===== config.mk =====
export PLATFORM = sky130hd
export DESIGN_NAME = mux6_rr_scheduler
export DESIGN_NICKNAME = d
export VERILOG_FILES = /design/src/rtl/mux6_sched_pkg.sv /design/src/rtl/mux6_rr_scheduler_pick.sv /design/src/rtl/mux6_rr_scheduler.sv
export SDC_FILE = /design/constraint.sdc
export NUM_CORES = 1
export LEC_CHECK = 0
export CAP_MARGIN = 10
export CORE_MARGIN = 1.5
export CORE_UTILIZATION = 45
export DETAILED_ROUTE_END_ITERATION = 10
export DONT_BUFFER_PORTS = 1
export SYNTH_ARGS = -nofsm -noshare
export SYNTH_HDL_FRONTEND = slang
export SYNTH_HIERARCHICAL = 1
export SYNTH_SLANG_ARGS = --single-unit

===== constraint.sdc =====
create_clock -name clk -period 7 [get_ports clk]
set_clock_uncertainty 0.05 [all_clocks]
set_input_delay 1.05 -clock clk [delete_from_list [all_inputs] [get_ports clk]]
set_output_delay 1.05 -clock clk [all_outputs]
set_load 0.02 [all_outputs]

===== src/rtl/mux6_sched_pkg.sv =====
// Shared definitions for the six-way round-robin mux scheduler.
//   N_REQ    : number of requesters / mux inputs
//   SEL_W    : width of the mux select
//   state_t  : scheduler FSM states
//   wrap_inc : next index modulo N_REQ
package mux6_sched_pkg;

  localparam int N_REQ = 6;
  localparam int SEL_W = 3;

  typedef enum logic {
    IDLE = 1'b0,
    BUSY = 1'b1
  } state_t;

  function automatic logic [SEL_W-1:0] wrap_inc(input logic [SEL_W-1:0] idx);
    return (idx == SEL_W'(N_REQ - 1)) ? '0 : idx + 1'b1;
  endfunction

endpackage


===== src/rtl/mux6_rr_scheduler_pick.sv =====
// Combinational round-robin picker.
//   req   : request vector
//   ptr   : scan start index (0..5)
//   idx   : first set request at or after ptr, wrapping 5 -> 0
//   found : high when any request is set
module rr_pick6
  import mux6_sched_pkg::*;
(
  input  logic [N_REQ-1:0] req,
  input  logic [SEL_W-1:0] ptr,
  output logic [SEL_W-1:0] idx,
  output logic             found
);

  logic [3:0] pos;

  always_comb begin
    idx   = '0;
    found = 1'b0;
    pos   = '0;
    for (int unsigned i = 0; i < N_REQ; i++) begin
      pos = 4'(ptr) + 4'(i);
      if (pos >= 4'(N_REQ)) pos = pos - 4'(N_REQ);
      if (!found && req[pos[SEL_W-1:0]]) begin
        found = 1'b1;
        idx   = pos[SEL_W-1:0];
      end
    end
  end

endmodule


===== src/rtl/mux6_rr_scheduler.sv =====
// Round-robin scheduler sharing one 6:1 single-bit mux among six requesters.
//   clk, rst : clock, synchronous active-high reset
//   req      : per-requester request
//   in_bit   : per-requester data bit (mux inputs)
//   gnt      : registered one-hot grant, zero when idle
//   sel      : registered mux select of the granted requester
//   y        : registered mux output, holds when no valid data
//   y_valid  : y carries a bit from a granted, still-requesting source
module mux6_rr_scheduler
  import mux6_sched_pkg::*;
#(
  parameter int HOLD_MAX = 4
) (
  input  logic             clk,
  input  logic             rst,
  input  logic [N_REQ-1:0] req,
  input  logic [N_REQ-1:0] in_bit,
  output logic [N_REQ-1:0] gnt,
  output logic [SEL_W-1:0] sel,
  output logic             y,
  output logic             y_valid
);

  localparam int CNT_W = $clog2(HOLD_MAX + 1);
  localparam logic [CNT_W-1:0] HOLD_LIM = CNT_W'(HOLD_MAX);

  state_t           state, state_n;
  logic [SEL_W-1:0] ptr, ptr_n;
  logic [CNT_W-1:0] hold_cnt, hold_cnt_n;
  logic [N_REQ-1:0] gnt_n;
  logic [SEL_W-1:0] sel_n;

  logic             release_now;
  logic [SEL_W-1:0] pick_ptr;
  logic [SEL_W-1:0] pick_idx;
  logic             pick_found;
  logic             live;

  // A single picker serves both IDLE and release: on release it scans from
  // owner+1 so the new grant lands on the same edge without a bubble.
  assign release_now = (state == BUSY) && (!req[sel] || (hold_cnt == HOLD_LIM));
  assign pick_ptr    = release_now ? wrap_inc(sel) : ptr;

  rr_pick6 u_pick (
    .req   (req),
    .ptr   (pick_ptr),
    .idx   (pick_idx),
    .found (pick_found)
  );

  always_comb begin
    state_n    = state;
    ptr_n      = ptr;
    hold_cnt_n = hold_cnt;
    gnt_n      = gnt;
    sel_n      = sel;
    unique case (state)
      IDLE: begin
        gnt_n = '0;
        if (pick_found) begin
          gnt_n      = N_REQ'(1) << pick_idx;
          sel_n      = pick_idx;
          hold_cnt_n = CNT_W'(1);
          state_n    = BUSY;
        end
      end
      BUSY: begin
        if (release_now) begin
          ptr_n = pick_ptr;
          if (pick_found) begin
            gnt_n      = N_REQ'(1) << pick_idx;
            sel_n      = pick_idx;
            hold_cnt_n = CNT_W'(1);
          end else begin
            gnt_n      = '0;
            hold_cnt_n = '0;
            state_n    = IDLE;
          end
        end else begin
          hold_cnt_n = hold_cnt + CNT_W'(1);
        end
      end
      default: state_n = IDLE;
    endcase
  end

  always_ff @(posedge clk) begin
    if (rst) begin
      state    <= IDLE;
      ptr      <= '0;
      hold_cnt <= '0;
      gnt      <= '0;
      sel      <= '0;
    end else begin
      state    <= state_n;
      ptr      <= ptr_n;
      hold_cnt <= hold_cnt_n;
      gnt      <= gnt_n;
      sel      <= sel_n;
    end
  end

  // y only loads when the new sample is valid, so it holds across idle gaps.
  assign live = |(gnt & req);

  always_ff @(posedge clk) begin
    if (rst) begin
      y       <= 1'b0;
      y_valid <= 1'b0;
    end else begin
      y_valid <= live;
      if (live) y <= in_bit[sel];
    end
  end

endmodule


* Word-level counts from Yosys, hierarchy flattened
Cells that the tools add are included.
** Storage, ports and cells
- Register bits after elaboration :: 18
- Input port bits :: 14
- Logic and storage cells :: 104
** Cells by class
- Add/sub/neg operators :: 13
- Bitwise logic cells :: 2
- Order comparisons :: 13
- Shifts and indexed selects :: 1
- Equal/unequal tests :: 4
- Reductions and logical operators :: 15
- Multiplexer cells :: 49
** Operators with widths (number)
- 3-bit two-way mux :: 18
- 3-bit by 4-bit less-than comparator with 1-bit output, second input constant :: 7
- 1-bit binary-select mux with 3-bit select :: 8
- 4-bit by 3-bit >= comparator with 1-bit output, second input constant :: 5
- 3-bit subtractor, second input constant :: 6
- 1-bit two-way mux :: 17
- 6-bit two-way mux :: 2
- 3-bit case mux with 2 select lines :: 2
- 6-bit case mux with 2 select lines :: 1
- 3-bit by 2-bit adder with 4-bit output, second input constant :: 2
- 3-bit by 3-bit adder with 4-bit output, second input constant :: 2
- 3-bit by 1-bit adder with 3-bit output, second input constant :: 2
- 6-bit AND :: 1
- 3-bit == test, second input constant :: 2
- 1-bit logical AND :: 6
- 1-bit zero test :: 6
- 6-bit OR reduction :: 1
- 1-bit by 3-bit left shift with 6-bit output, first input constant :: 1
- 3-bit by 1-bit adder with 4-bit output, second input constant :: 1
- 3-bit >= comparator, second input constant :: 1
- 2-bit by 1-bit != test with 1-bit output, second input constant :: 1
- 2-bit != test, second input constant :: 1
- 1-bit case mux with 2 select lines :: 1
- 2-bit AND reduction :: 1
- other kinds (2) :: 2

* Longest topological paths before layout
Gate-level depths: netlist of run 1.
- Depth after elaboration :: 30
- Mapped depth :: 22

* Modules after synthesis
The synthesis of run 1 kept the hierarchy.
** By module, submodules not included
- mux6_rr_scheduler :: cells an instance 110, sequential area each 360.3 µm², area each 1029.7 µm², times used 1
- rr_pick6 :: cells an instance 109, sequential area each 0.0 µm², area each 848.3 µm², times used 1

* Worst setup path after synthesis of run 1
No wires, ideal clock.
- Path kind :: input to register
- From :: in req[4]
- To :: reg gnt[0]
- Setup slack :: 1.849 ns
- Data arrival time :: 5.042 ns
- Path buffers :: 4
- Stages on the path :: 20
- Library setup time :: 0.058 ns
- Cell sequence :: mux2_4 > a222oi_1 > buf_4 > o21ai_4 > a21oi_1 > buf_6 > buf_8 > inv_1 > ha_1 > buf_2 > or2_1 > a31oi_1 > mux2i_1 > mux2_2 > and4b_1 > o2bb2ai_1 > or3b_2 > nor3_1 > o21a_1 > a31o_2
** Between the ends
- Word-level cells in the longest chain between the ends :: 30
- Elaborated cells on any way between the ends :: 68
- Classes of those cells :: add/sub (11); order compare (6); eq/ne (1); shift (1); mux (36); reduce/logical (13)
** Ends and longest elaborated chain
- start: declaration :: RTL line mux6_rr_scheduler.sv:16 : input logic [N_REQ-1:0] req,
- 1-bit binary-select mux with 3-bit select (*) :: RTL line mux6_rr_scheduler.sv:41 : assign release_now = (state == BUSY) && (!req[sel] || (hold_cnt == HOLD_LIM));
- 1-bit two-way mux (not written as such) (*) :: RTL line mux6_rr_scheduler.sv:41
- 1-bit zero test (*) :: RTL line mux6_rr_scheduler.sv:41
- 1-bit logical OR (*) :: RTL line mux6_rr_scheduler.sv:41
- 1-bit logical AND (*) :: RTL line mux6_rr_scheduler.sv:41
- 3-bit two-way mux (*) :: RTL line mux6_rr_scheduler.sv:42 : assign pick_ptr = release_now ? wrap_inc(sel) : ptr;
- via pick_ptr[0] :: RTL line mux6_rr_scheduler.sv:34 : logic [SEL_W-1:0] pick_ptr;
- branches (longest 19 deep; another with 3-bit by 1-bit adder with 4-bit output)
- 3-bit two-way mux (*) :: RTL line mux6_rr_scheduler_pick.sv:24 : if (!found && req[pos[SEL_W-1:0]]) begin
- via pick_idx[1] :: RTL line mux6_rr_scheduler.sv:35 : logic [SEL_W-1:0] pick_idx;
- 1-bit by 3-bit left shift with 6-bit output (*) :: RTL line mux6_rr_scheduler.sv:61, mux6_rr_scheduler.sv:71
- 6-bit two-way mux (*) :: RTL line mux6_rr_scheduler.sv:60, mux6_rr_scheduler.sv:70
- 6-bit two-way mux :: RTL line mux6_rr_scheduler.sv:68 : if (release_now) begin
- 6-bit case mux with 2 select lines (*) :: RTL line mux6_rr_scheduler.sv:57 : unique case (state)
- end signal: assignment :: RTL line mux6_rr_scheduler.sv:98 : gnt <= gnt_n;
- end: declaration :: RTL line mux6_rr_scheduler.sv:18 : output logic [N_REQ-1:0] gnt,
Mark *: on every way through the listed nets, which the timed path passes. The select of a mux whose other input is x is not followed.
A chain may end at the register's enable or synchronous reset.

* Worst setup path in the final report of run 1
Ends and elaborated chain as after synthesis.

==> results of run 1 <==
-- worst max-delay path: cells and delay by family --
family | cells | cell delay [ns]
adders and majority gates | 1 | 0.64
muxes | 3 | 0.67
AOI/OAI and AO/OA | 8 | 1.36
and+or+nand+nor | 4 | 1.08
buffers and inverters | 3 | 0.61
-- routing by layer --
layer	routed length [um]	GRT usage (%)
met5	0	0
met2	1880	28.6
met1	2170	29.8
met4	14	3.06
met3	231	4.00
-- cell families after synthesis --
group	count (synthesis)
and+or+nand+nor	81
AOI/OAI and AO/OA	50
muxes	31
buffers and inverters	24
DFF	18
adders and majority gates	10
xor gates and xnor gates	5
-- registers in the layout, summed over array words and instances, names as in the netlist --
name / cells
gnt: 6
hold_cnt: 3
ptr: 3
sel: 3
state: 1
y: 1
y_valid: 1
-- final cells by class --
type	instances	area (um2)
Fill cell	386	2080
Sequential cell	18	360
Inverter	13	48.8
Multi-Input combinational cell	177	1380
Tap cell	50	62.6
Clock buffer	4	55.1
Timing Repair Buffer	2	15.0
-- cell usage after synthesis (4+ instances only) --
cell type,instances,area [um2]
and3_1,4,25.0
inv_1,12,45.0
mux2_4,4,60.1
nor2b_1,5,31.3
nor3_1,7,35.0
mux2_2,6,67.6
buf_6,4,45.0
dfxtp_1,18,360
a21oi_1,9,45.0
mux2i_1,16,160
nand3_1,4,20.0
o21a_1,6,45.0
nor2_1,16,60.1
nand2_1,24,90.1
ha_1,10,125
-- final timing paths --
kind                        from                  end
min reg2reg  ptr[0]$_SDFFE_PP0P_  ptr[0]$_SDFFE_PP0P_
max reg2reg  sel[0]$_SDFFE_PP0P_  gnt[0]$_SDFFE_PP0P_
max                       req[4]  gnt[0]$_SDFFE_PP0P_
min          ptr[0]$_SDFFE_PP0P_  ptr[0]$_SDFFE_PP0P_
-- power by group --
| group | switching, mW | internal [mW] |
|---|---|---|
| Clock | 0.0335 | 0.0499 |
| Combinational | 0.509 | 0.374 |
| Sequential | 0.0524 | 0.132 |
| Total | 0.594 | 0.556 |
-- metrics by stage --
| step | power, mW | util, % |
|---|---|---|
| 5_1_grt | 1.25 | 48.0 |
| 6_report | 1.15 | 48.0 |
| 3_5_place_dp | 1.05 | 46.6 |
| 2_1_floorplan | 0.926 | - |
| 4_1_cts | 1.14 | 48.0 |
| 3_3_place_gp | 1.06 | 46.6 |
-- layout by cell type, fill, tap and decap left out, types with 3 or more instances in the layout --
cell type,n
nand2_1,24
dfxtp_1,18
nor2_1,16
mux2i_1,16
inv_1,12
ha_1,10
a21oi_1,9
nor3_1,7
mux2_2,6
o21a_1,6
nor2b_1,5
mux2_4,4
and3_1,4
nand3_1,4
clkbuf_8,4
nand3b_1,3
a22oi_1,3
nand2b_1,3
a211oi_1,3
o31ai_1,3
mux2_1,3
xor2_1,3
==> flow_summary.json, run 1 <==
{
  "coreArea_um2": 4000,
  "postSynthAreaPerCell_um2": 8.58,
  "fmax_ghz": 0.189,
  "drt_pass1_iterations": 4,
  "crit_slowest_cell": "ha_1",
  "track_usage_pct": 19.6,
  "hold_depth": 2,
  "cts_tree": "yes",
  "synth_simple_gate_area_share_pct": 23.5,
  "path_class": "in2reg",
  "die-area_um2": 4570,
  "drc_errors": 0,
  "syn_nets": 243,
  "critPathMaxStageDelay_ns": 0.64,
  "endpoint_kind": "flip-flop",
  "num_rows": 23,
  "setup_viol": 0,
  "drt_wl_total_mm": 4.29,
  "design_area_um2": 1920,
  "synth_top_family_by_area": "simple AND/OR/NAND/NOR gates",
  "ctsResizeCount": 0,
  "dieHeight_um": 67.6,
  "num_antenna_cells": 0,
  "ir_worst_vdd_uv": 283,
  "startpoint_type": "primary input",
  "hpwlAfterDp_mm": 3.26,
  "synth_xor_area_share_pct": 2.33,
  "synthCells": 219,
  "grt_max_degree": 20,
  "worstPathRequired_ns": 7.14,
  "cts_htree_levels": 1,
  "die_w_um": 67.6,
  "reg2reg_depth": 19,
  "ys_warn_count": 6,
  "min_period_ns": 5.28,
  "grt_pass1_vias": 1351,
  "cellPowerDensity_nw_per_um2": 599,
  "whs_ns": 0.411,
  "crit_arrival_ns": 5.42,
  "relSlewSlack_pct": 61.0,
  "clock-root-buffer": "clkbuf_8",
  "tns_ns": 0,
  "worst_hold_path_type": "reg2reg",
  "synth_compound_area_share_pct": 21.7,
  "cts_buffer_depth": 2,
  "antenna_found_initial": 0,
  "layout-drive-gt1-share_pct": 14.0,
  "outcome": "finished clean",
  "synthFlopType": "dfxtp_1",
  "grt_pass1_wl_mm": 6.80,
  "r2r_slack_ns": 1.73,
  "io_pins": 25,
  "area_growth_pct": 2.27,
  "rsz0062_at_grt": "no",
  "cts_sinks": 18,
  "finalMaxSlewViolations": 0,
  "clk_latency_ns": 0.25,
  "maxCapViolCount": 0,
  "wl_per_cell_um": 16.3,
  "drt_first_iter_violations": 92,
  "holdBufCountCts": 0,
  "async_flop_share_pct": 0,
  "vias_per_cell": 5.97,
  "initial_core_util_pct": 47.0,
  "synth-edff-count": 0,
  "worst_pin_slew_ns": 0.584,
  "overflow": 0,
  "dp_slack_ns": 1.53,
  "seq_area_frac_synth_pct": 19.2,
  "period_share_pct": 75.4,
  "placed_cell_area_um2": 1870,
  "vias": 1576,
  "fin_nets": 239,
  "setup_slack_ns": 1.72,
  "crit_chain": "mux2_4, a222oi_1, buf_4, o21ai_4, a21oi_1, buf_4, inv_1, ha_1, or2_1, a21oi_1, a31oi_1, mux2i_1, mux2_2, and4b_1, o2bb2ai_1, or3b_2, nor3_1, o21a_1, a31o_2",
  "dp.cells": 260,
  "postCtsSetupBuffers": 0,
  "ys_types": 62,
  "io_buffers": 0,
  "synth_area_um2": 1880,
  "gp_congestion": 0.904,
  "leakagePower_nw": 0.778,
  "synthMuxAreaShare_pct": 19.3,
  "ys_ff_latch": 18,
  "synth-adder-area-share_pct": 6.66,
  "finalHoldViolCount": 0,
  "path_max_fanout": 19,
  "cts_buffers": 3,
  "instances_no_fill": 264,
  "clk_pin_slew_ns": 0.07,
  "antenna_left": 0
}
(Power assumes the default switching activity.)
==> run 2: changes to the inputs <==
- ABC_AREA: unset -> 1
- clock period: 7 -> 5.14 ns (I/O delays scaled with it)
==> run 2 against run 1 <==
Core utilization grew 1.0 points; die area rose by 0.89%; critical path type is now reg2reg; non-clock buffer count unchanged; cell area increased by 2.9%; count of clock-buffer cells in the layout unchanged; critical path depth grew 10; first-iteration DRC count unchanged; sequential share of layout area down 0.52 points; register-to-register slack got worse by 0.85 ns; via count increased by 20%; critical endpoint is now hold_cnt[2]$_SDFFE_PP0P_.
==> flow_summary.json, run 2 <==
{
  "synth_top_area_share_pct": 19.0,
  "dieHeight_um": 67.9,
  "io_buffers": 0,
  "crit_slowest_cell": "nand4_1",
  "fin_nets": 339,
  "synthCells": 315,
  "clk_latency_ns": 0.25,
  "worst_pin_slew_ns": 0.538,
  "vias": 1894,
  "startpoint_type": "flip-flop",
  "setup_viol": 0,
  "initial_core_util_pct": 47.0,
  "grt_pass1_vias": 1783,
  "rsz0062_at_grt": "no",
  "syn_nets": 339,
  "postCtsSetupBuffers": 0,
  "synth_area_leaders": "dfxtp_1 19%, nand2_1 17%, inv_1 10%",
  "maxCapViolCount": 0,
  "coreArea_um2": 4030,
  "synth-edff-count": 0,
  "period_share_pct": 83.0,
  "die-area_um2": 4610,
  "path_max_fanout": 12,
  "tns_ns": 0,
  "drc_errors": 0,
  "multi_input_comb_area_um2": 1270,
  "clock-root-buffer": "clkbuf_8",
  "track_usage_pct": 22.2,
  "finalMaxSlewViolations": 0,
  "outcome": "finished clean",
  "vias_per_cell": 5.20,
  "crit_top_cell": "nand2_1",
  "crit_arrival_ns": 4.40,
  "wl_per_cell_um": 12.6,
  "final_cell_mix": "85 x nand2_1, 52 x inv_1, 32 x nand3_1",
  "finalHoldViolCount": 0,
  "critPathMaxStageDelay_ns": 0.44,
  "grt_pass1_wl_mm": 7.86,
  "largest_register_ff_count": 6,
  "nFillCells": 429,
  "cts_buffers": 3,
  "worstPathRequired_ns": 5.28,
  "min_period_ns": 4.26,
  "final_common_cell": "nand2_1",
  "synth_top_area_cell": "dfxtp_1",
  "layout-drive-gt1-share_pct": 11.5,
  "ys_warn_count": 6,
  "seq_area_frac_synth_pct": 19.0,
  "antenna_found_initial": 0,
  "overflow": 0,
  "area_growth_pct": 4.22,
  "path_class": "reg2reg",
  "io_pins": 25,
  "synth_area_um2": 1900,
  "drt_pass1_iterations": 5,
  "synthFlopType": "dfxtp_1",
  "gp_congestion": 0.821,
  "die_w_um": 67.9,
  "relSlewSlack_pct": 64.0,
  "ys_ff_latch": 18,
  "cts_buffer_depth": 2,
  "endpoint_kind": "flip-flop",
  "top_register": "gnt",
  "num_antenna_cells": 0,
  "yosys-top-cells-count": "85 x nand2_1, 52 x inv_1, 32 x nand3_1",
  "num_rows": 23,
  "ctsResizeCount": 0,
  "drt_first_iter_violations": 92,
  "cts_tree": "yes",
  "postSynthAreaPerCell_um2": 6.02,
  "worst_hold_path_type": "reg2reg",
  "clk_pin_slew_ns": 0.07,
  "cts_sinks": 18,
  "seq_area_um2": 360,
  "fmax_ghz": 0.234,
  "holdBufCountCts": 0,
  "cts_htree_levels": 1,
  "drt_wl_total_mm": 4.58,
  "hpwlAfterDp_mm": 3.80,
  "async_flop_share_pct": 0,
  "grt_max_degree": 21,
  "ys_types": 31,
  "antenna_left": 0,
  "synth.most_common_cell": "nand2_1"
}
## run 2: changes by cell type after synthesis, sizes merged, moves of 4 or more
| cell | before | now |
|---|---|---|
| and3 | 4 | 0 |
| mux2 | 13 | 0 |
| nor2b | 5 | 0 |
| nand2 | 24 | 99 |
| a211oi | 4 | 0 |
| nor2 | 17 | 21 |
| o21a | 6 | 1 |
| o21ai | 3 | 23 |
| mux2i | 17 | 1 |
| nand3 | 4 | 37 |
| inv | 12 | 56 |
| buf | 9 | 5 |
| nand4 | 2 | 11 |
## run 2: path summary, 6_finish.rpt
path                              endpoint  slack [ns]                startpoint  depth (start not counted)
setup / recovery  hold_cnt[2]$_SDFFE_PP0P_        0.88       sel[0]$_SDFFE_PP0P_                         29
setup reg to reg  hold_cnt[2]$_SDFFE_PP0P_        0.88       sel[0]$_SDFFE_PP0P_                         29
hold / removal    hold_cnt[1]$_SDFFE_PP0P_        0.45  hold_cnt[1]$_SDFFE_PP0P_                          2
hold reg to reg   hold_cnt[1]$_SDFFE_PP0P_        0.45  hold_cnt[1]$_SDFFE_PP0P_                          2
## run 2: logic make-up after synthesis
family	synth area share (%)
buffers and inverters	14.1
xor gates and xnor gates	0.924
DFF	19.0
muxes	0.528
AOI/OAI and AO/OA	13.6
and+or+nand+nor	45.3
adders and majority gates	6.60
## run 2: worst max-delay path: cells and delay by family, from the launching register on
| family | cells | cell delay, ns |
|---|---|---|
| and+or+nand+nor | 21 | 2.27 |
| AOI/OAI and AO/OA | 2 | 0.41 |
| adders and majority gates | 1 | 0.30 |
| buffers and inverters | 5 | 0.87 |
| DFF | 1 | 0.31 |
## run 2: routing by layer
| layer | share of wire (%) | up-vias | track usage (%) |
|---|---|---|---|
| li1 | - | 1013 | - |
| met1 | 45 | 832 | 27.3 |
| met2 | 50 | 41 | 41.1 |
| met3 | 2.9 | 8 | 2.30 |
| met4 | 1.5 | 0 | 5.75 |
| met5 | 0 | - | 0 |
## run 2: area by class of cell
| type | instances | share of cell area (%) |
|---|---|---|
| multi-input combinational | 233 | 64.2 |
| tap | 50 | 3.17 |
| sequential | 18 | 18.2 |
| inverter | 57 | 10.8 |
| timing repair buffer | 2 | 0.760 |
| clock buffer | 4 | 2.79 |
## run 2: metrics by stage
stage	setup WS (ns)	hold slack (ns)	utilization, %	std cells	instance area, um2
5_1_grt	0.290	0.478	49.0	364	1980
4_1_cts	0.884	0.438	49.0	364	1980
6_report	0.875	0.446	49.0	364	1980
2_1_floorplan	1.25	0.410	-	315	1900
3_5_place_dp	0.820	0.429	47.7	360	1920
3_3_place_gp	0.871	0.428	47.7	360	1920
Power of run 2 is not shown: default switching activity piles up to over one toggle a cycle in this logic, so the estimate is an artifact.
